### src/rtl/output_dma_framer_pkg.sv
// Shared constants and types for the output DMA framer: system widths and FSM encoding.
package output_dma_framer_pkg;

    localparam int OUTPUT_DMA_WIDTH = 64;
    localparam int BEAT_COUNT_WIDTH = 20;

    typedef enum logic [1:0] {
        IDLE  = 2'd0,
        RUN   = 2'd1,
        DRAIN = 2'd2
    } state_e;

endpackage

### src/rtl/output_dma_framer_skid.sv
// Two-entry AXI-Stream register slice (main output register plus skid register).
// The upstream ready is generated by the parent from skid_valid_nxt so it can be registered.
module axis_skid_buffer #(
    parameter int WIDTH = 65
) (
    input  logic             aclk,
    input  logic             aresetn,
    input  logic             push,
    input  logic [WIDTH-1:0] s_payload,
    output logic             skid_valid_nxt,
    output logic [WIDTH-1:0] m_payload,
    output logic             m_valid,
    input  logic             m_ready
);

    logic             main_valid_q, main_valid_d;
    logic [WIDTH-1:0] main_data_q,  main_data_d;
    logic             skid_valid_q, skid_valid_d;
    logic [WIDTH-1:0] skid_data_q,  skid_data_d;
    logic             main_free;

    // The parent only pushes while the skid register was empty last cycle,
    // so a push never coincides with an occupied skid register.
    always_comb begin
        // NOTE: every always_comb output gets a default first so no path can infer a latch.
        main_valid_d = main_valid_q;
        main_data_d  = main_data_q;
        skid_valid_d = skid_valid_q;
        skid_data_d  = skid_data_q;
        main_free    = !main_valid_q || m_ready;

        if (skid_valid_q) begin
            if (main_free) begin
                main_valid_d = 1'b1;
                main_data_d  = skid_data_q;
                skid_valid_d = 1'b0;
            end
        end else if (main_free) begin
            main_valid_d = push;
            if (push) begin
                main_data_d = s_payload;
            end
        end else if (push) begin
            skid_valid_d = 1'b1;
            skid_data_d  = s_payload;
        end
    end

    // NOTE: sequential state uses non-blocking assignments only, so every flop samples pre-edge values.
    always_ff @(posedge aclk or negedge aresetn) begin
        if (!aresetn) begin
            main_valid_q <= 1'b0;
            skid_valid_q <= 1'b0;
            // NOTE: payload registers are reset too because the output data must read 0 during reset.
            main_data_q  <= '0;
            skid_data_q  <= '0;
        end else begin
            main_valid_q <= main_valid_d;
            main_data_q  <= main_data_d;
            skid_valid_q <= skid_valid_d;
            skid_data_q  <= skid_data_d;
        end
    end

    assign skid_valid_nxt = skid_valid_d;
    assign m_payload      = main_data_q;
    assign m_valid        = main_valid_q;

endmodule

### src/rtl/output_dma_framer.sv
// Frames one layer's output stream into a single DMA transfer of a programmed beat count,
// generating M_AXIS_tlast and flagging upstream tlast disagreements.
module output_dma_framer #(
    parameter int DATA_WIDTH       = output_dma_framer_pkg::OUTPUT_DMA_WIDTH,
    parameter int BEAT_COUNT_WIDTH = output_dma_framer_pkg::BEAT_COUNT_WIDTH
) (
    input  logic                        aclk,
    input  logic                        aresetn,
    input  logic                        start,
    input  logic [BEAT_COUNT_WIDTH-1:0] beats_per_frame,
    input  logic [DATA_WIDTH-1:0]       S_AXIS_tdata,
    input  logic                        S_AXIS_tvalid,
    output logic                        S_AXIS_tready,
    input  logic                        S_AXIS_tlast,
    output logic [DATA_WIDTH-1:0]       M_AXIS_tdata,
    output logic                        M_AXIS_tvalid,
    input  logic                        M_AXIS_tready,
    output logic                        M_AXIS_tlast,
    output logic [DATA_WIDTH/8-1:0]     M_AXIS_tkeep,
    output logic                        busy,
    output logic                        done,
    output logic                        err_early_last,
    output logic                        err_late_last
);

    import output_dma_framer_pkg::*;

    state_e                      state_q, state_d;
    logic [BEAT_COUNT_WIDTH-1:0] n_q, n_d;
    logic [BEAT_COUNT_WIDTH-1:0] beat_cnt_q, beat_cnt_d;
    logic [BEAT_COUNT_WIDTH-1:0] last_idx;
    logic                        err_early_q, err_early_d;
    logic                        err_late_q, err_late_d;
    logic                        done_q, done_d;
    logic                        tready_q, tready_d;

    logic                        start_ok;
    logic                        up_hs;
    logic                        is_final;
    logic                        last_popped;
    logic                        skid_valid_nxt;
    logic [DATA_WIDTH:0]         m_payload;

    // A start in the done cycle is dropped: the frame is only truly over one cycle later.
    assign start_ok    = start && (state_q == IDLE) && !done_q;
    assign up_hs       = S_AXIS_tvalid && tready_q;
    assign last_idx    = n_q - 1'b1;
    assign is_final    = (beat_cnt_q == last_idx);
    assign last_popped = M_AXIS_tvalid && M_AXIS_tready && M_AXIS_tlast;

    axis_skid_buffer #(
        .WIDTH (DATA_WIDTH + 1)
    ) u_skid (
        .aclk           (aclk),
        .aresetn        (aresetn),
        .push           (up_hs),
        .s_payload      ({is_final, S_AXIS_tdata}),
        .skid_valid_nxt (skid_valid_nxt),
        .m_payload      (m_payload),
        .m_valid        (M_AXIS_tvalid),
        .m_ready        (M_AXIS_tready)
    );

    always_ff @(posedge aclk or negedge aresetn) begin
        if (!aresetn) begin
            state_q <= IDLE;
        end else begin
            state_q <= state_d;
        end
    end

    always_comb begin
        state_d = state_q;
        unique case (state_q)
            IDLE:    if (start_ok && (beats_per_frame != '0)) state_d = RUN;
            RUN:     if (up_hs && is_final)                   state_d = DRAIN;
            DRAIN:   if (last_popped)                         state_d = IDLE;
            default:                                          state_d = IDLE;
        endcase
    end

    always_comb begin
        n_d         = n_q;
        beat_cnt_d  = beat_cnt_q;
        err_early_d = err_early_q;
        err_late_d  = err_late_q;
        done_d      = 1'b0;

        if (start_ok) begin
            n_d         = beats_per_frame;
            beat_cnt_d  = '0;
            err_early_d = 1'b0;
            err_late_d  = 1'b0;
            done_d      = (beats_per_frame == '0);
        end

        if (up_hs) begin
            if (is_final) begin
                if (!S_AXIS_tlast) err_late_d = 1'b1;
            end else begin
                beat_cnt_d = beat_cnt_q + 1'b1;
                if (S_AXIS_tlast) err_early_d = 1'b1;
            end
        end

        if ((state_q == DRAIN) && last_popped) begin
            done_d = 1'b1;
        end

        // Ready is decided one cycle ahead from next-cycle state, keeping M_AXIS_tready off the upstream path.
        tready_d = (state_d == RUN) && !skid_valid_nxt;
    end

    always_ff @(posedge aclk or negedge aresetn) begin
        if (!aresetn) begin
            n_q         <= '0;
            beat_cnt_q  <= '0;
            err_early_q <= 1'b0;
            err_late_q  <= 1'b0;
            done_q      <= 1'b0;
            tready_q    <= 1'b0;
        end else begin
            n_q         <= n_d;
            beat_cnt_q  <= beat_cnt_d;
            err_early_q <= err_early_d;
            err_late_q  <= err_late_d;
            done_q      <= done_d;
            tready_q    <= tready_d;
        end
    end

    always_comb begin
        busy           = (state_q != IDLE);
        done           = done_q;
        S_AXIS_tready  = tready_q;
        err_early_last = err_early_q;
        err_late_last  = err_late_q;
        M_AXIS_tdata   = m_payload[DATA_WIDTH-1:0];
        M_AXIS_tlast   = m_payload[DATA_WIDTH];
        M_AXIS_tkeep   = '1;
    end

endmodule

### config.mk
export PLATFORM = sky130hd
export DESIGN_NAME = output_dma_framer
export DESIGN_NICKNAME = d
export VERILOG_FILES = /design/src/rtl/output_dma_framer_pkg.sv /design/src/rtl/output_dma_framer_skid.sv /design/src/rtl/output_dma_framer.sv
export SDC_FILE = /design/constraint.sdc
export NUM_CORES = 1
export LEC_CHECK = 0
export BUFFER_PORTS_ARGS = -buffer_cell sky130_fd_sc_hd__buf_4
export CELL_PAD_IN_SITES_DETAIL_PLACEMENT = 2
export CELL_PAD_IN_SITES_GLOBAL_PLACEMENT = 2
export CORE_ASPECT_RATIO = 0.7
export CORE_MARGIN = 2
export CORE_UTILIZATION = 35
export CTS_BUF_LIST = sky130_fd_sc_hd__clkbuf_4 sky130_fd_sc_hd__clkbuf_8 sky130_fd_sc_hd__clkbuf_16
export CTS_CLUSTER_DIAMETER = 50
export DETAILED_ROUTE_END_ITERATION = 16
export MAX_ROUTING_LAYER = met4
export PLACE_DENSITY_LB_ADDON = 0.1
export SLEW_MARGIN = 25
export SYNTH_ARGS = -nofsm -noshare
export SYNTH_HDL_FRONTEND = slang
export SYNTH_SLANG_ARGS = --single-unit
### constraint.sdc
create_clock -name aclk -period 4.03 [get_ports aclk]
set_input_delay 0.6045 -clock aclk [delete_from_list [all_inputs] [get_ports aclk]]
set_output_delay 0.6045 -clock aclk [all_outputs]
set_load 0.005 [all_outputs]
==> results of run 1 <==
-- synthesized netlist by cell type, types with 2 or more instances --
cell type                  instances
sky130_fd_sc_hd__dfrtp_1         178
sky130_fd_sc_hd__nand2_1         142
sky130_fd_sc_hd__o21ai_0          78
sky130_fd_sc_hd__mux2i_1          68
sky130_fd_sc_hd__mux2_2           65
sky130_fd_sc_hd__clkbuf_1         37
sky130_fd_sc_hd__nor2_1           32
sky130_fd_sc_hd__nand3_1          17
sky130_fd_sc_hd__xnor2_1          17
sky130_fd_sc_hd__nor4_1           12
sky130_fd_sc_hd__xor2_1           12
sky130_fd_sc_hd__a221o_1          10
sky130_fd_sc_hd__nor3_1           10
sky130_fd_sc_hd__buf_4             8
sky130_fd_sc_hd__and3_1            6
sky130_fd_sc_hd__nor3b_1           6
sky130_fd_sc_hd__buf_1             5
sky130_fd_sc_hd__inv_1             5
sky130_fd_sc_hd__nand4_1           5
sky130_fd_sc_hd__or4_1             5
sky130_fd_sc_hd__a21oi_1           4
sky130_fd_sc_hd__nand2b_1          4
sky130_fd_sc_hd__a22o_1            3
sky130_fd_sc_hd__a31o_2            3
sky130_fd_sc_hd__buf_6             3
sky130_fd_sc_hd__nand3b_1          3
sky130_fd_sc_hd__nor2b_1           3
sky130_fd_sc_hd__o32ai_1           3
sky130_fd_sc_hd__or2_2             3
sky130_fd_sc_hd__or3_1             3
sky130_fd_sc_hd__a211o_1           2
sky130_fd_sc_hd__a21o_1            2
sky130_fd_sc_hd__a31oi_1           2
sky130_fd_sc_hd__a32oi_1           2
sky130_fd_sc_hd__a41oi_1           2
sky130_fd_sc_hd__and2_1            2
sky130_fd_sc_hd__buf_2             2
sky130_fd_sc_hd__ha_1              2
sky130_fd_sc_hd__or3_4             2
-- per-layer routing --
metal / wire length (µm) / GRT usage
met1: 12100 / 0.302
met2: 12000 / 0.334
met3: 1730 / 0.0625
met4: 308 / 0.0495
met5: 0 / -
-- power breakdown --
part           switching (mW)  internal, mW
Combinational           0.897         0.971
Clock                   0.727         0.971
Sequential              0.503          2.41
Total                    2.13          4.35
-- final timing paths --
kind,startpoint,to,slack [ns]
setup / recovery,n_q[0],beat_cnt_q[4],0.25
max in group asynchronous,aresetn,u_skid.skid_valid_q,2.75
hold / removal,aresetn,n_q[12],0.24
setup reg to reg,n_q[0],beat_cnt_q[4],0.25
hold reg to reg,u_skid.m_payload[45],u_skid.m_payload[45],0.49
min in group aclk,S_AXIS_tlast,err_late_last,0.37
-- critical path: cells and delay by family, from the launching register on --
| kind | cells | cell delay [ns] |
|---|---|---|
| AOI/OAI and AO/OA | 3 | 1.02 |
| adders and majority gates | 1 | 0.30 |
| and+or+nand+nor | 4 | 1.81 |
| DFF | 1 | 0.46 |
| buffers and inverters | 1 | 0.12 |
-- cell families after synthesis --
family | count (synthesis) | synth area share
simple gates | 263 | 0.147
flops | 178 | 0.527
mux | 133 | 0.167
compound gates | 120 | 0.0916
buf+inv | 60 | 0.0332
xor+xnor | 29 | 0.0301
fa+ha+maj | 2 | 0.00296
other cells | 1 | 0.000444
-- state kept, by name, indices dropped and copies added (netlist names) --
register,flops
u_skid.skid_valid_q,1
state_q,2
err_late_last,1
u_skid.m_payload,65
done,1
n_q,20
S_AXIS_tready,1
err_early_last,1
u_skid.skid_data_q,65
beat_cnt_q,20
u_skid.m_valid,1
-- area by class of cell --
type	count	area [µm²]	share of cell area
multi-input cells	555	3760	0.358
inverters	5	18.8	0.00179
repair buffers	168	1280	0.122
clock inverters	9	104	0.00989
well taps	318	398	0.0379
flip-flops and latches	178	4460	0.425
clock buffers	22	482	0.0459
==> insert_results.sql, run 1 <==
INSERT INTO impl_metrics (metric_group, metric, value, unit) VALUES
('status', 'run_status', 'finished clean', ''),
('sta', 'worst_clock_skew', '0.00949', 'ns'),
('cells_and_area', 'postLayoutCellArea', '0.0105', 'mm²'),
('clock_network', 'clockRootBuffer', 'sky130_fd_sc_hd__clkbuf_16', ''),
('place', 'dp.final_hpwl', '18400', 'µm'),
('detailed_routing', 'iteration_0_drc_markers', '342', ''),
('place', 'place_area', '0.00991', 'mm²'),
('yosys', 'syn_area', '0.00845', 'mm²'),
('yosys', 'synthDominantCellAreaShare', '0.527', ''),
('sta', 'fin_setup_tns', '0', 'ns'),
('detailed_routing', 'drt_drc_violations_left', '0', ''),
('clock_network', 'clock_transition_at_the_registers_of_the_reported_paths', '0.07', 'ns'),
('setup_path', 'startpoint_type', 'register', ''),
('min_path', 'timing.hold.worst.class', 'in2async', ''),
('cells_and_area', 'final_util', '0.444', ''),
('global_route', 'grt.total_usage', '0.223', ''),
('sta', 'grt_setup_unrepaired', 'false', ''),
('global_route', 'first_global_vias', '7339', ''),
('clock_network', 'cts.hold.buffers_added', '0', ''),
('yosys', 'syn_inst', '786', ''),
('clock_network', 'clock_tree_from_tritoncts', 'built', ''),
('floorplanning', 'initial_utilization', '0.357', ''),
('cells_and_area', 'design.final.nets', '1017', ''),
('yosys', 'synth_edf_count', '0', ''),
('cells_and_area', 'layout.cells.most_common', 'sky130_fd_sc_hd__dfrtp_1', ''),
('place', 'pre_cts_slack', '0.267', 'ns'),
('cells_and_area', 'layout-drive-gt1-share', '0.303', ''),
('detailed_routing', 'ant_nets', '0', ''),
('setup_path', 'r2r.worst_path.cells', '9', ''),
('yosys', 'synth.largest_area_cell', 'sky130_fd_sc_hd__dfrtp_1', ''),
('yosys', 'synth.top_cells.by_area', 'sky130_fd_sc_hd__dfrtp_1 (53%), sky130_fd_sc_hd__mux2_2 (8.7%), sky130_fd_sc_hd__mux2i_1 (8.1%)', ''),
('detailed_routing', 'wire_length_after_detailed_routing', '26200', 'µm'),
('global_route', 'wire_length_of_the_first_global_routing_pass', '42200', 'µm'),
('clock_network', 'post_cts.repair.setup_buffers', '0', ''),
('setup_path', 'endpoint_kind', 'register', ''),
('yosys', 'ys_async_sr_fraction', '1.00', ''),
('detailed_routing', 'dr_total_vias', '6588', ''),
('floorplanning', 'die-area', '0.0254', 'mm²'),
('detailed_routing', 'viasPerCell', '5.25', ''),
('clock_network', 'clock_sinks', '178', ''),
('sta', 'share_of_the_cycle_needed_by_the_critical_path_after_routing', '0.937', ''),
('clock_network', 'post_cts_resize_count', '0', ''),
('global_route', 'antenna_violations_before_repair', '0', ''),
('yosys', 'synth_flop_cell', 'sky130_fd_sc_hd__dfrtp_1', ''),
('setup_path', 'slowest_delay', '0.64', 'ns'),
('pwr', 'power-per-cell-area', '617', 'mW/mm²'),
('global_route', 'largest_net_degree_at_the_start_of_global_routing', '86', ''),
('place', 'portBuffers', '160', ''),
('sta', 'worst_hold_slack', '0.237', 'ns'),
('floorplanning', 'fp.coreArea', '0.0236', 'mm²'),
('clock_network', 'cts.path.max_buffers', '2', ''),
('setup_path', 'cp.required', '4.40', 'ns'),
('sta', 'timing.final.ws_setup', '0.255', 'ns'),
('yosys', 'ys_seq_elements', '178', ''),
('place', 'placed_cells_incl_taps', '1224', ''),
('sta', 'worst_slew_margin_rel', '0.401', ''),
('yosys', 'synthDistinctLibCells', '57', ''),
('sta', 'finalHoldViolations', '0', ''),
('cells_and_area', 'stdcell_count', '1255', ''),
('sta', 'setup-violations-final', '0', ''),
('sta', 'worst_slew_pin_slew', '0.891', 'ns'),
('detailed_routing', 'routedWlPerCell', '20.9', 'µm'),
('floorplanning', 'io-pin-count', '169', ''),
('run', 'cap_violations', '0', ''),
('floorplanning', 'die_y', '134', 'µm'),
('clock_network', 'cts_buffers', '17', ''),
('setup_path', 'path_cells', 'inv_1, ha_1, nor3b_1, nand3_1, nor4_1, o2111ai_4, o21ai_4, and2_4, a221o_1', ''),
('place', 'globalplace.congestion', '0.872', ''),
('floorplanning', 'die_w', '190', 'µm'),
('cells_and_area', 'mostFrequentLayoutCells', 'sky130_fd_sc_hd__dfrtp_1 (177), sky130_fd_sc_hd__buf_4 (166), sky130_fd_sc_hd__nand2_1 (142), sky130_fd_sc_hd__o21ai_0 (77), sky130_fd_sc_hd__mux2i_1 (68)', ''),
('cells_and_area', 'final.fill_count', '2469', '');
Note: power is estimated with default switching activity, not from simulation.
==> run 2: changes to the inputs <==
Settings changed: CTS_BUF_LIST sky130_fd_sc_hd__clkbuf_4 sky130_fd_sc_hd__clkbuf_8 sky130_fd_sc_hd__clkbuf_16 to unset.
==> run 2 against run 1 <==
Total power down 0.22%. Non-clock buffer count is the same. Final cell count unchanged. Critical endpoint is now beat_cnt_q[8]. Largest power group unchanged.
==> insert_results.sql, run 2 (same netlist as run 1, synthesis figures left out) <==
INSERT INTO impl_metrics (metric_group, metric, value, unit) VALUES
('sta', 'grt_setup_unrepaired', 'false', ''),
('floorplanning', 'initial_utilization', '0.357', ''),
('sta', 'setup-violations-final', '0', ''),
('status', 'run_status', 'finished clean', ''),
('sta', 'worst_clock_skew', '0.00974', 'ns'),
('pwr', 'peakVddDrop', '0.318', 'mV'),
('global_route', 'antenna_violations_before_repair', '0', ''),
('run', 'cap_violations', '0', ''),
('sta', 'worst_slew_pin_slew', '0.881', 'ns'),
('cells_and_area', 'postLayoutCellArea', '0.0105', 'mm²'),
('floorplanning', 'die_y', '134', 'µm'),
('place', 'portBuffers', '160', ''),
('setup_path', 'cp.required', '4.35', 'ns'),
('sta', 'min_period', '3.81', 'ns'),
('cells_and_area', 'layout.cells.most_common', 'sky130_fd_sc_hd__dfrtp_1', ''),
('detailed_routing', 'detail_route.first_pass.iterations', '4', ''),
('clock_network', 'clock_sinks', '178', ''),
('cells_and_area', 'layout-area-overhead-vs-synth', '24.2', '%'),
('setup_path', 'path_cells', 'inv_1, ha_1, nor3b_1, nand3_1, nor4_1, o2111ai_4, o21ai_4, nor2_1, a221o_1', ''),
('global_route', 'first_global_vias', '7342', ''),
('setup_path', 'endpoint_kind', 'register', ''),
('cells_and_area', 'stdcell_count', '1255', ''),
('clock_network', 'cts.path.max_buffers', '2', ''),
('sta', 'share_of_the_cycle_needed_by_the_critical_path_after_routing', '0.946', ''),
('cells_and_area', 'mostFrequentLayoutCells', 'sky130_fd_sc_hd__dfrtp_1 (177), sky130_fd_sc_hd__buf_4 (166), sky130_fd_sc_hd__nand2_1 (142), sky130_fd_sc_hd__o21ai_0 (77), sky130_fd_sc_hd__mux2i_1 (68)', ''),
('setup_path', 'worst-path-max-fanout', '26', ''),
('setup_path', 'slowest_delay', '0.64', 'ns'),
('setup_path', 'startpoint_type', 'register', ''),
('cells_and_area', 'layout-drive-gt1-share', '0.301', ''),
('floorplanning', 'die-area', '0.0254', 'mm²'),
('global_route', 'largest_net_degree_at_the_start_of_global_routing', '86', ''),
('sta', 'worst_slew_margin_rel', '0.407', ''),
('detailed_routing', 'ant_nets', '0', ''),
('setup_path', 'cpMaxStageDelayCell', 'sky130_fd_sc_hd__o21ai_4', ''),
('cells_and_area', 'antenna_cells_inserted', '0', ''),
('clock_network', 'post_cts.repair.setup_buffers', '0', ''),
('clock_network', 'cts_buffers', '17', ''),
('pwr', 'p_leak', '4.66', 'nW'),
('place', 'place_area', '0.00991', 'mm²'),
('detailed_routing', 'drt_drc_violations_left', '0', ''),
('detailed_routing', 'viasPerCell', '5.27', ''),
('floorplanning', 'standard_cell_rows', '47', ''),
('global_route', 'wire_length_of_the_first_global_routing_pass', '42200', 'µm'),
('floorplanning', 'io-pin-count', '169', ''),
('clock_network', 'clk-insertion-delay-late', '0.44', 'ns'),
('sta', 'fin_setup_tns', '0', 'ns'),
('detailed_routing', 'iteration_0_drc_markers', '338', ''),
('clock_network', 'clock_tree_from_tritoncts', 'built', ''),
('global_route', 'grt.total_usage', '0.223', ''),
('floorplanning', 'fp.coreArea', '0.0236', 'mm²'),
('sta', 'finalMaxSlewViolations', '0', ''),
('global_route', 'globalRoute.totalOverflow', '0', ''),
('min_path', 'timing.hold.worst.class', 'in2async', ''),
('place', 'placed_cells_incl_taps', '1224', ''),
('sta', 'finalHoldViolations', '0', ''),
('sta', 'max_freq', '262', 'MHz'),
('detailed_routing', 'dr_total_vias', '6611', ''),
('clock_network', 'htree_levels', '4', ''),
('detailed_routing', 'wire_length_after_detailed_routing', '26200', 'µm'),
('floorplanning', 'die_w', '190', 'µm'),
('clock_network', 'clock_transition_at_the_registers_of_the_reported_paths', '0.07', 'ns'),
('setup_path', 'timing.critical_path.arrival', '4.13', 'ns'),
('pwr', 'power-per-cell-area', '616', 'mW/mm²'),
('detailed_routing', 'routedWlPerCell', '20.9', 'µm'),
('clock_network', 'clockRootBuffer', 'sky130_fd_sc_hd__clkbuf_16', ''),
('place', 'dp.final_hpwl', '18400', 'µm'),
('cells_and_area', 'design.final.nets', '1017', ''),
('setup_path', 'setup.worst_path.class', 'reg2reg', ''),
('place', 'globalplace.congestion', '0.872', '');
## run 2: cell count changes in the layout (fill, tap and decap cells not counted)
| cell | delta |
|---|---|
| sky130_fd_sc_hd__clkbuf_1 | +2 |
| sky130_fd_sc_hd__clkbuf_4 | -2 |
## run 2: worst paths after layout
| check | start | endpoint | slack [ns] | depth (start not counted) |
|---|---|---|---|---|
| min | aresetn | n_q[12] | 0.24 | 1 |
| max | n_q[0] | beat_cnt_q[8] | 0.22 | 9 |
| max in group asynchronous | aresetn | u_skid.skid_valid_q | 2.75 | 2 |
| max reg2reg | n_q[0] | beat_cnt_q[8] | 0.22 | 9 |
| min in group aclk | S_AXIS_tlast | err_late_last | 0.37 | 2 |
| min reg2reg | u_skid.m_payload[45] | u_skid.m_payload[45] | 0.49 | 2 |
## run 2: final cells by class
class / count / area [µm²]
fillers: 2469 / 13100
flip-flops and latches: 178 / 4460
multi-input cells: 555 / 3760
repair buffers: 168 / 1280
clock buffers: 22 / 474
well taps: 318 / 398
clock inverters: 9 / 104
inverters: 5 / 18.8
## run 2: where the power goes
part	internal, mW	total (mW)	switching [mW]	leakage, nW
Sequential	2.41	2.91	0.503	2.19
Combinational	0.971	1.87	0.895	2.19
Clock	0.958	1.69	0.729	0.282
## run 2: per-layer routing
layer	part of all wire	global-route usage	vias to the layer above
li1	-	-	3014
met1	0.47	0.303	3420
met2	0.46	0.333	155
met3	0.057	0.0625	22
met4	0.012	0.0495	0
met5	0	-	-
## run 2: what timing repair did
item                                    in CTS  in global routing
resized for setup                            0                  0
endpoints found under the setup margin       0                  7
hold buffers                                 0                  0
hold endpoints to repair                     0                  0
## run 2: worst max-delay path, delay by kind of cell (launching register included)
| kind | cells | cell delay (ns) |
|---|---|---|
| buf+inv | 1 | 0.12 |
| compound gates | 3 | 1.15 |
| flops | 1 | 0.46 |
| fa+ha+maj | 1 | 0.31 |
| simple gates | 4 | 1.65 |
## run 2: stage by stage
stage | setup slack [ns] | power [mW] | utilization | hold slack (ns)
final | 0.217 | 6.47 | 0.444 | 0.237
after global routing | 0.00621 | 6.88 | 0.444 | 0.293
after CTS | 0.251 | 6.55 | 0.444 | 0.279
after detailed placement | 0.267 | 4.82 | 0.419 | 0.480
after global placement | 0.601 | 4.63 | 0.419 | 0.464
after floorplan | 1.12 | 3.85 | - | 0.309
